`src/rtl/enc_tx_scheduler.sv`:
```
// Purpose: feeds the 8b/10b encoder one byte per clock. It sends the training
//          sequence after reset, then round-robins two packet requesters with
//          a header per packet and idle/alignment fill between packets.
// Latency: enc_data is registered and reflects the state of the previous
//          cycle. From the IDLE decision edge, the header appears one edge later
//          and the first payload byte one edge after that.
// Backpressure: req*_ready is high only for the granted channel in DATA. If
//          the granted valid is low, IDLE_BYTE is emitted and the packet is
//          held open, never aborted.
// Ports: clk/rst (async active-low); req{0,1}_{valid,data,last,ready} are the
//        requester byte streams; enc_data is the encoder byte; link_up means
//        training is done; grant is the one-hot owner of the current packet.
module enc_tx_scheduler #(
    parameter int unsigned TRAIN_LEN    = 16,
    parameter int unsigned ALIGN_PERIOD = 256,
    parameter logic [7:0]  TRAIN_BYTE   = 8'hB5,
    parameter logic [7:0]  IDLE_BYTE    = 8'h00,
    parameter logic [7:0]  ALIGN_BYTE   = 8'h7C,
    parameter logic [7:0]  HDR_BASE     = 8'hF0
) (
    input  logic       clk,
    input  logic       rst,
    input  logic       req0_valid,
    input  logic [7:0] req0_data,
    input  logic       req0_last,
    output logic       req0_ready,
    input  logic       req1_valid,
    input  logic [7:0] req1_data,
    input  logic       req1_last,
    output logic       req1_ready,
    output logic [7:0] enc_data,
    output logic       link_up,
    output logic [1:0] grant
);

    localparam int TW = (TRAIN_LEN > 1) ? $clog2(TRAIN_LEN) : 1;
    localparam int AW = $clog2(ALIGN_PERIOD);
    localparam logic [TW-1:0] TRAIN_LAST   = TW'(TRAIN_LEN - 1);
    localparam logic [AW-1:0] ALIGN_RELOAD = AW'(ALIGN_PERIOD - 1);

    typedef enum logic [2:0] {
        S_TRAIN,
        S_IDLE,
        S_ALIGN,
        S_HDR,
        S_DATA
    } state_t;

    state_t        state;
    state_t        state_nxt;
    logic [TW-1:0] train_cnt;
    logic [AW-1:0] align_cnt;
    logic          last_grant;
    logic          any_valid;
    logic          pick_ch;
    logic          cur_ch;
    logic          cur_valid;
    logic          cur_last;
    logic [7:0]    cur_data;
    logic          accept;
    logic [7:0]    enc_nxt;

    assign any_valid = req0_valid | req1_valid;
    // With both channels asking, the one that did not finish the previous
    // packet wins. Otherwise the single asking channel wins.
    assign pick_ch   = (req0_valid & req1_valid) ? ~last_grant : req1_valid;

    // The channel index of the packet owner is simply the upper grant bit.
    assign cur_ch    = grant[1];
    assign cur_valid = cur_ch ? req1_valid : req0_valid;
    assign cur_last  = cur_ch ? req1_last  : req0_last;
    assign cur_data  = cur_ch ? req1_data  : req0_data;
    // Ready is unconditionally high for the owner in DATA, so valid alone
    // marks a transfer.
    assign accept    = (state == S_DATA) & cur_valid;

    // State register
    always_ff @(posedge clk or negedge rst) begin
        if (!rst) begin
            state <= S_TRAIN;
        end else begin
            state <= state_nxt;
        end
    end

    // Next-state logic
    always_comb begin
        state_nxt = state;
        case (state)
            S_TRAIN: if (train_cnt == TRAIN_LAST) state_nxt = S_IDLE;
            S_IDLE: begin
                // Alignment takes priority over a waiting request.
                if (align_cnt == '0)  state_nxt = S_ALIGN;
                else if (any_valid)   state_nxt = S_HDR;
            end
            S_ALIGN: state_nxt = S_IDLE;
            S_HDR:   state_nxt = S_DATA;
            S_DATA:  if (accept && cur_last) state_nxt = S_IDLE;
            default: state_nxt = S_TRAIN;
        endcase
    end

    // Output logic: ready strobes and the byte to register next
    always_comb begin
        req0_ready = (state == S_DATA) & grant[0];
        req1_ready = (state == S_DATA) & grant[1];
        enc_nxt    = IDLE_BYTE;
        case (state)
            S_TRAIN: enc_nxt = TRAIN_BYTE;
            S_IDLE:  enc_nxt = IDLE_BYTE;
            S_ALIGN: enc_nxt = ALIGN_BYTE;
            S_HDR:   enc_nxt = HDR_BASE | {7'b0, cur_ch};
            S_DATA:  enc_nxt = accept ? cur_data : IDLE_BYTE;
            default: enc_nxt = IDLE_BYTE;
        endcase
    end

    // Datapath registers and counters
    always_ff @(posedge clk or negedge rst) begin
        if (!rst) begin
            enc_data   <= 8'h00;
            link_up    <= 1'b0;
            grant      <= 2'b00;
            last_grant <= 1'b1;
            train_cnt  <= '0;
            align_cnt  <= ALIGN_RELOAD;
        end else begin
            enc_data <= enc_nxt;

            if (state == S_TRAIN) begin
                if (train_cnt == TRAIN_LAST) begin
                    link_up   <= 1'b1;
                    align_cnt <= ALIGN_RELOAD;
                end else begin
                    train_cnt <= train_cnt + 1'b1;
                end
            end else if (state == S_ALIGN) begin
                align_cnt <= ALIGN_RELOAD;
            end else if (align_cnt != '0) begin
                // Keeps counting through HDR/DATA and parks at zero, so an
                // overdue alignment fires on the first IDLE cycle after the
                // packet.
                align_cnt <= align_cnt - 1'b1;
            end

            if (state == S_IDLE && state_nxt == S_HDR) begin
                grant <= pick_ch ? 2'b10 : 2'b01;
            end
            if (accept && cur_last) begin
                grant      <= 2'b00;
                last_grant <= cur_ch;
            end
        end
    end

endmodule

```
`config.mk`:
```
export PLATFORM = sky130hd
export DESIGN_NAME = enc_tx_scheduler
export DESIGN_NICKNAME = d
export VERILOG_FILES = /design/src/rtl/enc_tx_scheduler.sv
export SDC_FILE = /design/constraint.sdc
export NUM_CORES = 1
export LEC_CHECK = 0
export ABC_AREA = 0
export BUFFER_PORTS_ARGS = -buffer_cell sky130_fd_sc_hd__buf_2
export CORE_ASPECT_RATIO = 1.4
export CORE_UTILIZATION = 45
export DETAILED_ROUTE_END_ITERATION = 12
export GPL_TIMING_DRIVEN = 1
export PLACE_DENSITY = 0.75
export SLEW_MARGIN = 20
export SYNTH_ARGS = -nofsm -noshare
export SYNTH_HDL_FRONTEND = slang
export SYNTH_SLANG_ARGS = --single-unit
```
`constraint.sdc`:
```
create_clock -name clk -period 1.7 [get_ports clk]
set_input_delay 0.17 -clock clk [delete_from_list [all_inputs] [get_ports clk]]
set_output_delay 0.17 -clock clk [all_outputs]
set_load 0.01 [all_outputs]
```
==> reports/results.env, run 1 <==
RUN_STATUS='completed'
SYNTH_SEQ_CELLS=27
LAYOUT_COMMONEST_CELL='sky130_fd_sc_hd__buf_2'
DRT.ANTENNA.VIOLATING_NETS=0
WL_UM=3110
NETLIST.AREA_LEADER.SHARE=0.310
SYNTH.CELL_AREA_UM2=1450
MIN-DELAY-START='req0_data[1]'
CLK_TRANSITION_REPORTED_PATHS_NS=0.09
POWER_FRAC_CLOCK=0.141
TIGHTESTPINTRANSITION_NS=0.600
NUM_ANTENNA_CELLS=0
HOLD_PATH.CLASS='primary input to flop'
CRITPATHARRIVALTIME_NS=1.85
P_SEQ_FRAC=0.365
IO_PINS=35
MAPPEDNETLISTNETS=166
CRITICAL_PATH_PEAK_FANOUT=4
YS.WARNINGS.COUNT=0
HOLD_VIOL=0
YS_DOMINANT_REG_CELL='sky130_fd_sc_hd__dfrtp_1'
DIE-WIDTH_UM=50.0
BIGGEST_AREA_CONTRIBUTORS_IN_THE_SYNTHESIZED_NETLIST='sky130_fd_sc_hd__dfrtp_1, sky130_fd_sc_hd__dfstp_2, sky130_fd_sc_hd__mux2i_1, sky130_fd_sc_hd__nor2_1, sky130_fd_sc_hd__o21ai_0'
CELLPOWERDENSITY_nW_PER_UM2=1400
HALF_PERIMETER_WIRE_LENGTH_AFTER_PLACEMENT_UM=2340
AREA_OCCUPIED_BY_MULTI_INPUT_GATES_UM2=731
POWER.COMBINATIONAL.FRACTION=0.494
NET-SWITCHING-POWER_uW=984
LAYOUT_SETUP_WS_NS=0.0542
NETS=218
REGAREA_UM2=687
CRITICAL_PATH_BUF_INV_COUNT=1
IR_WORST_VDD_mV=0.690
HOLDWS_NS=0.149
SETUP-VIOLATIONS-FINAL=0
CTS_ROOT_BUFFER='sky130_fd_sc_hd__clkbuf_8'
GRT_PASS1_WL_UM=5300
DRIVE_GT1_FRAC=0.448
CRITICAL_PATH_END_TYPE='flop'
GRT_USAGE=0.197
WIRELENGTH_MET1_UM=1210
CTS_TREE='built'
MAX-SLEW-MARGIN-REL=0.600
CTS_SINKS=27
STARTING_DENSITY_OF_THE_CORE=0.470
GRT_ANTENNA_BEFORE_REPAIR=0
SYNTHDOMINANTAREACELLTYPE='sky130_fd_sc_hd__dfrtp_1'
ROUTED_WIRE_LENGTH_PER_INSTANCE_UM=13.5
DETAIL_ROUTE.DRC_VIOLATIONS=0
FINAL.PERIOD_UTILIZATION=0.968
WORSTHOLDENDPOINT='enc_data[1]'
NETLIST_INSTANCES=141
NETLIST-CELL-TYPE-COUNT=42
DRT-VIAS-PER-INSTANCE=5.57
TIMING.RR.END='align_cnt[7]'
TIMING.CRITICAL_PATH.SLOWEST_CELL_DELAY_NS=0.55
DRT_FIRST_ITER_VIOLATIONS=13
PLACEMENT.SETUP.WORST_SLACK_NS=-0.0424
ROWS=24
DETAILROUTE.VIA_COUNT=1287
PERIOD_NEEDED_NS=1.65
TOP_LAYER_USED='met4'
CP_CELL_SEQUENCE='inv_2 > ha_4 > nor3b_4 > a32oi_4 > a21oi_2 > or3b_1'
DRV_CAP=0
TIMING_MAX_TRANSITION_VIOLATIONS_FINAL=0
SYN_TO_FINAL_GROWTH_PCT=28.3
FP.DIEH_UM=69.2
LAYOUT.CELLS.MOST_COMMON_LIST='sky130_fd_sc_hd__buf_2, sky130_fd_sc_hd__dfrtp_1, sky130_fd_sc_hd__buf_4, sky130_fd_sc_hd__nor2_1, sky130_fd_sc_hd__o21ai_0'
SYN_AREA_PER_CELL_UM2=10.3
TIMING.CRITICAL_PATH.SLOWEST_STAGE_CELL='sky130_fd_sc_hd__dfstp_2'
SYNTH_ENABLE_FLOP_CELLS=0
REQUIRED_ARRIVAL_TIME_AT_THE_WORST_ENDPOINT_NS=1.91
CTS-BUFFERS-INSERTED=3
CRITICALPATHCATEGORY='flop to flop'
POSTSYNTH.ASYNCRESETSHARE=1.00
PORT_BUFFERS=34
GR-TOTAL-OVERFLOW=0
CORE_UM2=3090
WORST_R2R_PATH_DEPTH=6
CTS.PATH.MAX_BUFFERS=2
R2R-START='align_cnt[1]'
LEAKAGE_uW=0.000884
WORST_PATH_DOMINANT_CELL_FAMILY='flip-flops'
HTREE_LEVELS=1
PART_OF_THE_YOSYS_AREA_USED_FOR_SEQUENTIAL_ELEMENTS=0.473
ROUTABILITYCONGESTION=0.808
GRT_PASS1_VIAS=1281
STARTPOINT_TYPE='flop'
WORST_HOLD_PATH.NUM_CELLS=3
DIE_AREA_UM2=3460
MAX_CLOCK_FREQ_GHz=0.608
TIMING.REG2REG.SETUP_SLACK_NS=0.05
POWER_SWITCHING_SHARE=0.376
CELL_INTERNAL_PWR_uW=1630
FIRST_PASS_ITERS=4
WORST_CASE_CLOCK_SKEW_NS=0.00147
FILLER_CELL_COUNT=247
WL_MET3_UM=135
CLOCK_INSERTION_DELAY_WORST_SKEW_NS=0.28
RSZ_0062_RAISED_AFTER_GLOBAL_ROUTING='true'
LARGEST_NET_DEGREE_AT_THE_START_OF_GLOBAL_ROUTING=28
ROUTE.MET2.WL_UM=1700
-- tightest hold or removal path: stages --
cell                      delay, ns
sky130_fd_sc_hd__buf_2         0.08
sky130_fd_sc_hd__mux2i_1       0.06
sky130_fd_sc_hd__nor2_1        0.09
-- power by group through the flow --
stage,sequential [uW],combinational [uW],clock (uW)
2_1_floorplan,1020,671,0
3_3_place_gp,961,1140,0
3_5_place_dp,971,1180,0
4_1_cts,958,1210,372
5_1_grt,978,1430,403
6_report,955,1290,368
-- sequential cells by signal (all words and copies together) (netlist names) --
| register | count |
|---|---|
| enc_data | 8 |
| state | 3 |
| align_cnt | 8 |
| link_up | 1 |
| grant | 2 |
| last_grant | 1 |
| train_cnt | 4 |
-- what timing repair did --
action / CTS / global route
hold buffers: 1 / 0
resized for setup: 1 / 8
setup buffers: 1 / 2
gates cloned: 0 / 0
endpoints found under the setup margin: 4 / 10
endpoints found under the hold margin: 18 / 0
pin swaps: 0 / 0
-- layer usage --
| layer | GRT usage | vias to the layer above |
|---|---|---|
| li1 | - | 612 |
| met1 | 0.195 | 624 |
| met5 | 0 | - |
| met4 | 0.0889 | 0 |
| met2 | 0.376 | 42 |
| met3 | 0.0351 | 9 |
-- stage by stage --
stage          power, uW  setup TNS [ns]  instance area (um2)  instances  utilization
6_report            2620               0                 1860        231        0.602
3_3_place_gp        2100               0                 1750        223        0.567
2_1_floorplan       1690               0                 1450        141            -
4_1_cts             2530               0                 1820        229        0.589
5_1_grt             2810        -0.00835                 1860        231        0.602
3_5_place_dp        2150         -0.0424                 1750        223        0.567
-- Yosys cell counts, types with 3 or more instances --
library cell / count
sky130_fd_sc_hd__a21oi_1: 7
sky130_fd_sc_hd__a31oi_1: 4
sky130_fd_sc_hd__and3_1: 3
sky130_fd_sc_hd__dfrtp_1: 18
sky130_fd_sc_hd__dfstp_2: 9
sky130_fd_sc_hd__ha_1: 3
sky130_fd_sc_hd__inv_1: 8
sky130_fd_sc_hd__mux2_2: 3
sky130_fd_sc_hd__mux2i_1: 8
sky130_fd_sc_hd__nand2_1: 7
sky130_fd_sc_hd__nand3_1: 6
sky130_fd_sc_hd__nor2_1: 15
sky130_fd_sc_hd__o21ai_0: 11
sky130_fd_sc_hd__o22ai_1: 3
-- cells by family after synthesis --
family	after synthesis	synth area share
fa+ha+maj	3	0.0258
compound gates	37	0.170
simple gates	48	0.196
flops	27	0.473
xor+xnor	2	0.0121
mux	11	0.0784
buf+inv	13	0.0456
-- final cells by class --
| type | count | area share |
|---|---|---|
| repair buffers | 52 | 0.172 |
| clock inverters | 1 | 0.00269 |
| well taps | 39 | 0.0262 |
| inverters | 8 | 0.0161 |
| multi-input cells | 101 | 0.392 |
| clock buffers | 3 | 0.0222 |
| flip-flops and latches | 27 | 0.369 |
-- how the worst max path moves through the flow --
stage | start | slack [ns] | endpoint | depth (start not counted)
2_1_floorplan | align_cnt[0] | 0.05 | align_cnt[7] | 6
3_3_place_gp | align_cnt[0] | 0.05 | align_cnt[7] | 6
3_5_place_dp | align_cnt[0] | -0.04 | align_cnt[2] | 7
4_1_cts | align_cnt[0] | 0.0006 | align_cnt[7] | 6
5_1_grt | state[1] | -0.008 | req1_ready | 6
6_report | align_cnt[1] | 0.05 | align_cnt[7] | 6
Note: power is estimated with default switching activity, not from simulation.
==> run 2, diff against run 1 <==
REMOVE_ABC_BUFFERS = 1   (was not set)
==> run 2 against run 1 <==
Sequential cell count is the same. First-iteration DRC count grew 120%. Die area is the same. Combinational power shrank 5%. Via count shrank 5.3%. Sequential power is essentially flat. Worst hold slack lost 0.013 ns. Count of clock-buffer cells in the layout grew 1. Utilization shrank 0.69 points. Cell area shrank 1.1%. Cell count shrank 0.87%.
==> reports/results.env, run 2 (same netlist as run 1, synthesis figures left out) <==
SYN_TO_FINAL_GROWTH_PCT=26.8
CTS-BUFFERS-INSERTED=3
MIN-DELAY-START='req1_valid'
DPL_CELL_AREA_UM2=1750
LAYOUT_SETUP_WS_NS=0.0532
FP.DIEH_UM=69.2
TOP_REGS='align_cnt: 8 flops, enc_data: 8 flops, train_cnt: 4 flops'
LAYOUT.CELLS.MOST_COMMON_LIST='sky130_fd_sc_hd__buf_2, sky130_fd_sc_hd__dfrtp_1, sky130_fd_sc_hd__nor2_1, sky130_fd_sc_hd__buf_4, sky130_fd_sc_hd__o21ai_0'
NUM_ANTENNA_CELLS=0
P_SEQ_FRAC=0.374
LEAKAGE_uW=0.000874
MAX-SLEW-MARGIN-REL=0.599
REQUIRED_ARRIVAL_TIME_AT_THE_WORST_ENDPOINT_NS=1.91
TIGHTESTPINTRANSITION_NS=0.601
CLOCK_INSERTION_DELAY_WORST_SKEW_NS=0.28
DRIVE_GT1_FRAC=0.432
RSZ_0062_RAISED_AFTER_GLOBAL_ROUTING='false'
HOLD_PATH.CLASS='primary input to flop'
CELL_INTERNAL_PWR_uW=1590
FIRST_PASS_ITERS=4
GRT_PASS1_VIAS=1301
POWER_SWITCHING_SHARE=0.377
HTREE_LEVELS=1
GR-TOTAL-OVERFLOW=0
POWER_FRAC_CLOCK=0.148
DRV_CAP=0
CRITPATHARRIVALTIME_NS=1.86
CORE_UM2=3090
PORT_BUFFERS=34
DRT.ANTENNA.VIOLATING_NETS=0
IO_PINS=35
UTILIZATION_OF_THE_CORE_AFTER_ROUTING=0.595
PERIOD_NEEDED_NS=1.65
IR_WORST_VDD_mV=1.05
CLK_TRANSITION_REPORTED_PATHS_NS=0.09
DRT-VIAS-PER-INSTANCE=5.32
CELLPOWERDENSITY_nW_PER_UM2=1390
TIMING.REG2REG.SETUP_SLACK_NS=0.05
FINAL.SETUP.TNS_NS=0
CTS_SINKS=27
SETUP-VIOLATIONS-FINAL=0
GRT_USAGE=0.207
TIMING.RR.END='align_cnt[7]'
FINAL_AREA_UM2=1840
CTS.PATH.MAX_BUFFERS=2
GRT_PASS1_WL_UM=5530
HALF_PERIMETER_WIRE_LENGTH_AFTER_PLACEMENT_UM=2430
FILLER_CELL_COUNT=268
WORSTHOLDENDPOINT='state[1]'
STARTING_DENSITY_OF_THE_CORE=0.470
DIE_AREA_UM2=3460
RUN_STATUS='completed'
TIMING_MAX_TRANSITION_VIOLATIONS_FINAL=0
CRITICAL_PATH_END_TYPE='flop'
ROWS=24
STARTPOINT_TYPE='flop'
CRITICALPATHCATEGORY='flop to flop'
LAYOUT_COMMONEST_CELL='sky130_fd_sc_hd__buf_2'
WL_UM=3200
WORST_HOLD_PATH.NUM_CELLS=2
ROUTABILITYCONGESTION=0.765
MAX_CLOCK_FREQ_GHz=0.607
R2R-START='align_cnt[1]'
DIE-WIDTH_UM=50.0
DETAIL_ROUTE.DRC_VIOLATIONS=0
WORST_CASE_CLOCK_SKEW_NS=0.00218
FINAL.PERIOD_UTILIZATION=0.969
POWER.COMBINATIONAL.FRACTION=0.478
HOLD_VIOL=0
LARGEST_NET_DEGREE_AT_THE_START_OF_GLOBAL_ROUTING=28
CTS_TREE='built'
WORST_R2R_PATH_DEPTH=6
DRT_FIRST_ITER_VIOLATIONS=29
ROUTED_WIRE_LENGTH_PER_INSTANCE_UM=14.0
GRT_ANTENNA_BEFORE_REPAIR=0
CTS_ROOT_BUFFER='sky130_fd_sc_hd__clkbuf_8'
PLACEMENT.SETUP.WORST_SLACK_NS=-0.0360
CRITICAL_PATH_PEAK_FANOUT=3
NET-SWITCHING-POWER_uW=963
NETS=216
DETAILROUTE.VIA_COUNT=1219
OVERALL_POWER_CONSUMPTION_uW=2560
-- run 2: cell count changes in the layout (fill, tap and decap cells not counted) --
cell and delta:
sky130_fd_sc_hd__buf_4 -2, sky130_fd_sc_hd__clkbuf_1 +1, sky130_fd_sc_hd__clkinv_2 -1, sky130_fd_sc_hd__nor3_1 +1, sky130_fd_sc_hd__nor3_2 -1
-- run 2: power groups by stage --
| stage | Combinational (uW) | Sequential (uW) | Clock (uW) |
|---|---|---|---|
| 2_1_floorplan | 554 | 1090 | 0 |
| 3_3_place_gp | 1140 | 953 | 0 |
| 3_5_place_dp | 1190 | 964 | 0 |
| 4_1_cts | 1200 | 952 | 387 |
| 5_1_grt | 1360 | 979 | 408 |
| 6_report | 1220 | 956 | 377 |
-- run 2: final cells by class --
| cell class | count | area (um2) | share of cell area |
|---|---|---|---|
| flip-flops and latches | 27 | 687 | 0.373 |
| clock buffers | 4 | 45.0 | 0.0245 |
| inverters | 8 | 30.0 | 0.0163 |
| multi-input cells | 101 | 726 | 0.394 |
| repair buffers | 50 | 305 | 0.166 |
| well taps | 39 | 48.8 | 0.0265 |
-- run 2: critical path, cell delays in order (launching register included) --
cell and delay (ns):
sky130_fd_sc_hd__dfstp_2 0.55, sky130_fd_sc_hd__inv_2 0.05, sky130_fd_sc_hd__ha_4 0.15, sky130_fd_sc_hd__nor3b_4 0.15, sky130_fd_sc_hd__a32oi_4 0.24, sky130_fd_sc_hd__a21oi_2 0.09, sky130_fd_sc_hd__or3b_1 0.35
-- run 2: metrics by stage --
stage / instances / hold slack [ns]
global route: 229 / 0.131
floorplan: 136 / -0.126
global placement: 223 / 0.202
detailed placement: 223 / 0.216
CTS: 228 / 0.133
finish: 229 / 0.136
-- run 2: layer usage --
layer	part of all wire	GRT usage	up-vias
met2	0.55	0.372	18
li1	-	-	605
met5	0	0	-
met4	0.020	0.0952	0
met1	0.41	0.238	591
met3	0.019	0.0219	5
-- run 2: how the worst max path moves through the flow --
stage,cells past startpoint,slack [ns],start,end
floorplan,6,-0.11,align_cnt[0],align_cnt[7]
global placement,7,0.01,align_cnt[0],align_cnt[6]
detailed placement,7,-0.04,align_cnt[0],align_cnt[6]
CTS,6,0.02,align_cnt[0],align_cnt[7]
global route,6,0.003,align_cnt[1],align_cnt[7]
finish,6,0.05,align_cnt[1],align_cnt[7]
-- run 2: what timing repair did --
action | in CTS | in global routing
resized for setup | 3 | 5
endpoints found under the hold margin | 18 | 0
setup endpoints to repair | 6 | 9
hold buffers | 1 | 0
pin swaps | 2 | 1
buffers inserted | 0 | 1
